### src/rtl/stack_op_sequencer.sv
// Multicycle controller that runs one stack-machine operation per request
// against an external registered-output LIFO. It sequences the push/pop/tos
// strobes, captures read data, performs the ALU step and keeps a depth count
// that is used to reject overflowing and underflowing requests.
//
// Handshake: start is a request strobe that is only looked at in IDLE; op
// and imm are latched in that same cycle. busy is high in every non-IDLE
// state. done is a single-cycle pulse in DONE, and err is meaningful while
// done is high. The stack's st_dout is valid the cycle after st_pop/st_tos.
module stack_op_sequencer #(
  parameter int DEPTH = 32,
  parameter int W     = 8,
  parameter int DW    = $clog2(DEPTH + 1)
) (
  input  logic          clk,
  input  logic          rst,
  input  logic          start,
  input  logic [2:0]    op,
  input  logic [W-1:0]  imm,
  output logic          busy,
  output logic          done,
  output logic          err,
  output logic [W-1:0]  result,
  output logic [DW-1:0] depth,
  output logic [W-1:0]  st_din,
  output logic          st_push,
  output logic          st_pop,
  output logic          st_tos,
  input  logic [W-1:0]  st_dout
);

  typedef enum logic [2:0] {
    OP_PUSH = 3'd0,
    OP_POP  = 3'd1,
    OP_PEEK = 3'd2,
    OP_DUP  = 3'd3,
    OP_SWAP = 3'd4,
    OP_ADD  = 3'd5,
    OP_SUB  = 3'd6,
    OP_AND  = 3'd7
  } op_e;

  typedef enum logic [2:0] {
    IDLE  = 3'd0,
    POP_A = 3'd1,
    POP_B = 3'd2,
    CAP_B = 3'd3,
    WR_1  = 3'd4,
    WR_2  = 3'd5,
    DONE  = 3'd6
  } state_e;

  localparam logic [DW-1:0] DEPTH_MAX = DW'(DEPTH);

  state_e        state_q, state_d;
  op_e           op_q, op_d;
  logic [W-1:0]  imm_q, imm_d;
  logic          err_q, err_d;
  logic [W-1:0]  result_q, result_d;
  logic [DW-1:0] depth_q, depth_d;
  logic [W-1:0]  opa_q, opa_d;
  logic [W-1:0]  opb_q, opb_d;

  logic          is_alu;
  logic          illegal;
  logic [W-1:0]  alu_r;
  op_e           op_in;

  assign op_in  = op_e'(op);
  assign is_alu = (op_q == OP_ADD) || (op_q == OP_SUB) || (op_q == OP_AND);

  // ALU result; opa is the old top, opb the entry beneath it.
  always_comb begin
    alu_r = opb_q & opa_q;
    case (op_q)
      OP_ADD:  alu_r = opb_q + opa_q;
      OP_SUB:  alu_r = opb_q - opa_q;
      default: alu_r = opb_q & opa_q;
    endcase
  end

  // Legality of the incoming request against the current depth.
  always_comb begin
    illegal = 1'b0;
    case (op_in)
      OP_PUSH:                 illegal = (depth_q == DEPTH_MAX);
      OP_DUP:                  illegal = (depth_q == DEPTH_MAX) || (depth_q == '0);
      OP_POP, OP_PEEK:         illegal = (depth_q == '0);
      default:                 illegal = (depth_q < DW'(2));
    endcase
  end

  // Next-state, strobe decode and datapath capture.
  always_comb begin
    state_d  = state_q;
    op_d     = op_q;
    imm_d    = imm_q;
    err_d    = err_q;
    result_d = result_q;
    opa_d    = opa_q;
    opb_d    = opb_q;
    st_push  = 1'b0;
    st_pop   = 1'b0;
    st_tos   = 1'b0;
    st_din   = '0;
    case (state_q)
      IDLE: begin
        if (start) begin
          op_d  = op_in;
          imm_d = imm;
          err_d = illegal;
          if (illegal)              state_d = DONE;
          else if (op_in == OP_PUSH) state_d = WR_1;
          else                      state_d = POP_A;
        end
      end
      POP_A: begin
        // PEEK and DUP only read the top; everything else consumes it.
        if ((op_q == OP_PEEK) || (op_q == OP_DUP)) st_tos = 1'b1;
        else                                       st_pop = 1'b1;
        state_d = POP_B;
      end
      POP_B: begin
        case (op_q)
          OP_POP, OP_PEEK: begin
            result_d = st_dout;
            state_d  = DONE;
          end
          OP_DUP: begin
            opa_d    = st_dout;
            result_d = st_dout;
            state_d  = WR_1;
          end
          default: begin
            opa_d   = st_dout;
            st_pop  = 1'b1;
            state_d = CAP_B;
          end
        endcase
      end
      CAP_B: begin
        opb_d   = st_dout;
        state_d = WR_1;
      end
      WR_1: begin
        st_push = 1'b1;
        state_d = DONE;
        if (op_q == OP_PUSH) begin
          st_din = imm_q;
        end else if (is_alu) begin
          st_din   = alu_r;
          result_d = alu_r;
        end else begin
          st_din = opa_q;
          if (op_q == OP_SWAP) state_d = WR_2;
        end
      end
      WR_2: begin
        // Pushing the old second last leaves it on top.
        st_push = 1'b1;
        st_din  = opb_q;
        state_d = DONE;
      end
      DONE: begin
        state_d = IDLE;
      end
      default: begin
        state_d = IDLE;
      end
    endcase
  end

  // Depth tracks the strobes actually issued; guarded against wrap.
  always_comb begin
    depth_d = depth_q;
    if (st_push && (depth_q != DEPTH_MAX))  depth_d = depth_q + DW'(1);
    else if (st_pop && (depth_q != '0))     depth_d = depth_q - DW'(1);
  end

  // State and datapath registers.
  always_ff @(posedge clk or negedge rst) begin
    if (!rst) begin
      state_q  <= IDLE;
      op_q     <= OP_PUSH;
      imm_q    <= '0;
      err_q    <= 1'b0;
      result_q <= '0;
      depth_q  <= '0;
      opa_q    <= '0;
      opb_q    <= '0;
    end else begin
      state_q  <= state_d;
      op_q     <= op_d;
      imm_q    <= imm_d;
      err_q    <= err_d;
      result_q <= result_d;
      depth_q  <= depth_d;
      opa_q    <= opa_d;
      opb_q    <= opb_d;
    end
  end

  assign busy   = (state_q != IDLE);
  assign done   = (state_q == DONE);
  assign err    = err_q & done;
  assign result = result_q;
  assign depth  = depth_q;

endmodule

### config.mk
export PLATFORM = sky130hd
export DESIGN_NAME = stack_op_sequencer
export DESIGN_NICKNAME = d
export VERILOG_FILES = /design/src/rtl/stack_op_sequencer.sv
export SDC_FILE = /design/constraint.sdc
export NUM_CORES = 1
export LEC_CHECK = 0
export CORE_MARGIN = 5
export CORE_UTILIZATION = 45
export DETAILED_ROUTE_END_ITERATION = 7
export HOLD_SLACK_MARGIN = 0.08
export PLACE_DENSITY = 0.71
export SETUP_SLACK_MARGIN = 0.3
export SLEW_MARGIN = 0
export SYNTH_ARGS = -nofsm -noshare
export SYNTH_HDL_FRONTEND = slang
export SYNTH_SLANG_ARGS = --single-unit
### constraint.sdc
create_clock -name clk -period 3.6 [get_ports clk]
set_input_delay 1.08 -clock clk [delete_from_list [all_inputs] [get_ports clk]]
set_output_delay 1.08 -clock clk [all_outputs]
set_load 0.1 [all_outputs]
==> impl_metrics.tcl <==
set metrics [dict create \
    status "complete, but fails checks" \
    failed_checks "setup timing" \
    setup_violations 7 \
    grt_max_degree 46 \
    fp.dieH_um 93.8 \
    synth_top_area_share_pct 35.6 \
    design.core.area_um2 6830 \
    drtIter0Drc 144 \
    dieWidth_um 93.8 \
    drive_above_1_share_pct 30.3 \
    fill_cells 601 \
    gp_congestion 0.866 \
    rsz0062_at_grt "yes" \
    async_flop_share_pct 100 \
    worst-setup-path-type "flop to output pin" \
    rr_endpoint "depth[5]" \
    antenna_left 0 \
    worstPathArrival_ps 3210 \
    cts_tree "yes" \
    syn-cell-area_um2 3160 \
    synth_cell_types 54 \
    critPathLaunchType "flop" \
    initial_core_util_pct 46.3 \
    grt_usage_pct 20.1 \
    root_buffer "clkbuf_8" \
    dpl.hpwl_um 6370 \
    port_buffers 49 \
    fin_util_pct 63.6 \
    fin_skew_ps 7.49 \
    hold_class "flop to flop" \
    avgSynthCellArea_um2 8.54 \
    worst_r2r_path_depth 9 \
    maxCapViolations 0 \
    fin_cells 548 \
    fmax_mhz 233 \
    dieArea_um2 8800 \
    via_per_inst 5.46 \
    path_clk_slew_ps 90 \
    nets 488 \
    hold_viol_final 0 \
    clk_latency_ps 300 \
    cts_htree_levels 2 \
    yosysTopAreaCell "dfrtp_1" \
    rows 30 \
    cp_max_fo 4 \
    cp-startpoint "opa_q[1]" \
    antennaDiodeCount 0 \
    max_slew_margin_pct 31.7 \
    regToRegStartpoint "depth[1]" \
    wl_per_cell_um 16.0 \
    reg2reg_slack_ps 670 \
    dp_cells 531 \
    syn_to_final_growth_pct 37.6 \
    clockBufferDepth 2 \
    grt_pass1_wl_um 14000 \
    period_share_pct 119 \
    via_count 2991 \
    synth-edff-count 0 \
    ys_ff_latch 45 \
    wirelength_um 8760 \
    grt_pass1_vias 2843 \
    layout_setup_ws_ps -686 \
    drcViolationCount 0 \
    synth_seq_area_share_pct 35.6 \
    hold_buffers 0 \
    ios 50 \
    pre_cts_ws_ps -358 \
    clock_sinks 45 \
    syn-instance-count 370 \
    grt_overflow 0 \
    synthTopCellsByArea "dfrtp_1 36%, nand2_1 8.4%, mux2_2 7.1%, ha_1 5.1%, a21oi_1 4.3%" \
    min_period_ps 4290 \
    cts_buffers 5 \
    synth_warnings 0 \
    ys.flop_type "dfrtp_1" \
    firstDrtPassIters 4 \
    antenna_found_initial 0 \
    worstPathRequired_ps 2520 \
    critical_path.endpoint "st_din[7]" \
    worst_pin_slew_ps 1030 \
    end_kind "output pin" \
    maxSlewViolCount 0 \
    fin_setup_tns_ps -2690 \
    synth_nets 407 \
]
-- critical path, cell delays in order, from the launching register on --
cell and delay (ps):
dfrtp_1 400, inv_1 70, ha_2 170, nand2b_1 70, nor2_1 90, nor2_1 50, xnor2_1 120, ha_1 310
buf_4 160, o211ai_1 110, a21oi_2 80, o22a_2 270, xnor3_1 200, nor3b_4 190, nor3_1 60, buf_4 140
nor3_4 210, buf_12 200
-- cell families (layout without fill, tap and decap cells) --
group,after synthesis,count (layout),share of synthesized area (%)
multiplexers,26,26,9.42
buffers and inverters,33,115,4.28
AND/OR/NAND/NOR,149,149,21.9
adder cells (fa/ha/maj),15,15,6.41
XOR/XNOR,15,15,4.59
flip-flops,45,45,35.6
AO/OA/AOI/OAI,87,87,17.8
-- Yosys cell counts, drive strengths merged, types with 6 or more instances --
cell type and number:
nand2 72, mux2 20, nor3 11, ha 13, dfrtp 45, nor3b 6
inv 12, nor2b 7, o21ai 24, a21oi 27, clkbuf 12, xnor2 12
buf 9, nor2 26, nand2b 6
-- how the worst min path moves through the flow --
stage	cells after the start	slack, ps	startpoint	endpoint
3_3_place_gp	2	460	imm_q[2]	imm_q[2]
4_1_cts	2	490	imm_q[7]	imm_q[7]
5_1_grt	2	510	imm_q[7]	imm_q[7]
3_5_place_dp	2	470	imm_q[7]	imm_q[7]
2_1_floorplan	2	440	err_q	err_q
6_report	2	490	imm_q[7]	imm_q[7]
-- layer usage --
metal	track usage [%]	vias to the layer above	wire [um]
met3	3.29	14	490
met1	27.1	1438	3910
li1	-	1453	-
met5	0	-	0
met2	32.9	86	4220
met4	6.50	0	148
-- metrics by stage --
step / cell area (um^2) / hold slack, ps
2_1_floorplan: 3260 / 442
3_3_place_gp: 4100 / 458
3_5_place_dp: 4100 / 468
4_1_cts: 4250 / 490
5_1_grt: 4350 / 507
6_report: 4350 / 488
-- registers in the layout, summed over array words and instances (netlist names) --
name / flops
opb_q: 8
err_q: 1
depth: 6
result: 8
opa_q: 8
state_q: 3
imm_q: 8
op_q: 3
-- cells in the final DEF, fill, tap and decap left out, types with 2 or more instances in the layout --
cell             Yosys  layout
a211oi_1             5       3
a211oi_2             0       2
a21o_1               5       4
a21oi_1             27      21
a21oi_2              0       6
a31oi_1              4       4
and2_1               5       4
and3_1               3       3
buf_12               0       9
buf_4                1      63
clkbuf_8             0       6
clkdlybuf4s50_1      0      20
dfrtp_1             45      45
fa_1                 2       2
ha_1                13      12
inv_1               12      12
mux2_2              20      20
mux2i_1              5       5
nand2_1             71      71
nand2b_1             6       6
nand3_1              4       4
nor2_1              26      25
nor2b_1              7       7
nor3_1              11       7
nor3_2               0       3
nor3b_1              5       5
nor4_1               3       3
o211ai_1             4       4
o21a_1               2       2
o21ai_0             23      12
o21ai_1              0       6
o21ai_2              1       2
o21ai_4              0       4
o31ai_1              2       2
or2_2                2       2
xnor2_1             12      12
-- area by class of cell --
type                            count  area (um^2)  area share (%)
Tap cell                           96          120            2.76
Timing Repair Buffer               95          885            20.3
Inverter                           12         45.0            1.04
Clock buffer                        6         82.6            1.90
Sequential cell                    45         1130            25.9
Clock inverter                      2         13.8           0.317
Multi-Input combinational cell    292         2080            47.7
-- repair_timing --
item                       CTS  global route
pin swaps                    5            12
setup buffers                5             4
resized for setup            5            17
gates cloned                 0             0
setup endpoints to repair    8             8
Power is not shown: default switching activity piles up to over one toggle a cycle in this logic, so the estimate is an artifact.
==> RTL change (config.mk and constraints unchanged) <==
Set the parameter `DEPTH` to 64 (it was 32).
--- a/src/rtl/stack_op_sequencer.sv
+++ b/src/rtl/stack_op_sequencer.sv
@@ -10,3 +10,3 @@
 module stack_op_sequencer #(
-  parameter int DEPTH = 32,
+  parameter int DEPTH = 64,
   parameter int W     = 8,
Ports: changed (resized depth); port bits go from 50 to 51. The function was not compared with the original's and may differ.
==> RTL change against the original RTL <==
The flow still finishes with violations (setup timing). Largest cell class unchanged. Via count down 0.74%. Sequential cell count up 1. Synthesized area up 2.3%. Worst setup slack better by 290 ps. Sequential share of layout area down 0.20 points. Wire length up 3.4%. Final area up 3.0%. Critical path type unchanged. Highest routed layer unchanged. Register-to-register slack worse by 870 ps.
Power is not shown: default switching activity piles up to over one toggle a cycle in this logic, so the estimate is an artifact.
==> RTL change: results (changes against the original RTL) <==
Worst setup path
  • CP peak stage delay: 380 ps (was 400 ps)
  • R2r startpoint: op_q[1]$_DFFE_PN0P_ (was depth[1]$_DFFE_PN0P_)
  • Critical path fanouts, max: 3 (was 4)
  • Critical Path AT: 2920 ps (was 3210 ps)

STA
  • Worst Clk Skew: 6.45 ps (was 7.49 ps)
  • Final worst slack: -399 ps (was -686 ps)
  • Relative slew slack: 31.9% (was 31.7%)
  • Setup violators final: 8 (was 7)

Drt
  • Initial drt markers: 244 (was 144)
  • Vias/cell: 5.71 (was 5.46)
  • Routed WL per cell: 17.4 um (was 16.0 um)

Yosys
  • Syn Area/Cell: 9.39 um^2 (was 8.54 um^2)
  • Top post-synthesis cells by area: dfrtp_1 36%, mux2_1 6.3%, ha_1 5.4% (was dfrtp_1 36%, nand2_1 8.4%, mux2_2 7.1%)
  • Syn nets: 382 (was 407)
  • Top cells by count, synth: 46 x dfrtp_1, 22 x nor2_1, 21 x nand2_1, 20 x a21oi_1, 18 x mux2_1 (was 71 x nand2_1, 45 x dfrtp_1, 27 x a21oi_1, 26 x nor2_1, 23 x o21ai_0)
  • Synth unique cells: 53 (was 54)
  • Sequential share of the synthesized area: 35.6% (about the same)

Place
  • Area after DPL: 4120 um^2 (was 4100 um^2)
  • Post-DP HPWL: 6280 um (was 6370 um)
  • Placed cell count: 494 (was 531)
  • Final estimated routing congestion in global placement: 0.865 (was 0.866)

Global routing
  • First-pass GRT wire length: 15100 um (was 14000 um)
  • GRT Overall Usage: 21.3% (was 20.1%)
  • Vias in the first global route: 3137 (was 2843)
  • Largest net degree at the start of global routing: 47 (was 46)

Min path
  • Min-Delay Startpoint: imm_q[1]$_DFFE_PN0P_ (was imm_q[7]$_DFFE_PN0P_)

Finish
  • Nets@finish: 461 (was 488)
  • Layout cells sized above 1: 32.3% (was 30.3%)
  • Layout Cells excl Fill: 520 (was 548)

Run status
  • Failing checks: setup timing (unchanged)
  • Status: complete, but fails checks (unchanged)
==> RTL change: cell count changes after synthesis, sizes merged, moves of 5 or more <==
cell	change
a31oi	+7
nand2	-51
a21oi	-7
a211oi	-5
mux2	+16
nand3	+5
==> RTL change: final cells by class <==
class                           count  area [um^2]
Tap cell                           96          120
Clock inverter                      2         13.8
Sequential cell                    46         1150
Clock buffer                        6         72.6
Multi-Input combinational cell    260         2160
Fill cell                         580         2430
Inverter                           16         60.1
Timing Repair Buffer               94          902
==> RTL change: worst max-delay path, delay by kind of cell (launching register included) <==
kind	cells	cell delay, ps
flops	1	380
compound gates	5	890
fa+ha+maj	1	350
simple gates	2	390
buf+inv	2	330
xor+xnor	2	260
==> RTL change: final timing paths <==
| check | endpoint | slack (ps) | cells past startpoint |
|---|---|---|---|
| max in group asynchronous | opa_q[6]$_DFFE_PN0P_ | 2020 | 1 |
| setup / recovery | st_din[7] | -400 | 12 |
| min in group asynchronous | imm_q[0]$_DFFE_PN0P_ | 940 | 1 |
| hold / removal | imm_q[1]$_DFFE_PN0P_ | 490 | 1 |
| hold reg to reg | imm_q[1]$_DFFE_PN0P_ | 490 | 1 |
| setup reg to reg | result[7]$_DFFE_PN0P_ | -200 | 24 |
==> RTL change: logic make-up (layout without fill, tap and decap cells) <==
group                    count (synthesis)  after routing  share of synthesized area (%)
AND/OR/NAND/NOR                         91             91                           14.3
multiplexers                            43             43                           15.7
adder cells (fa/ha/maj)                 16             16                           6.66
AO/OA/AOI/OAI                           94             94                           18.5
XOR/XNOR                                16             16                           4.34
buffers and inverters                   38            118                           4.88
flip-flops                              46             46                           35.6
==> RTL change: per-layer routing <==
layer | vias up | GRT usage [%] | wire (um) | part of all wire, %
li1 | 1412 | - | - | -
met1 | 1448 | 28.6 | 4000 | 44
met2 | 88 | 34.6 | 4370 | 48
met3 | 21 | 3.35 | 448 | 4.9
met4 | 0 | 8.17 | 241 | 2.7
met5 | - | 0 | 0 | 0
==> RTL change: what timing repair did <==
item                                   4_1_cts  5_1_grt
endpoints found under the hold margin        0        0
buffers inserted                            16        2
setup endpoints to repair                    7        9
hold buffers                                 0        0
pin swaps                                   13       16
resized for setup                           15       19
gates cloned                                 0        0
==> RTL change: through the flow <==
stage	worst slack (ps)	utilization, %	TNS, ps	hold slack (ps)
CTS	-315	63.5	-1960	498
global placement	9.03	59.6	0	471
global route	-522	64.9	-3030	511
finish	-399	64.9	-2170	492
floorplan	-279	-	-782	452
detailed placement	-55.5	59.6	-94.3	477
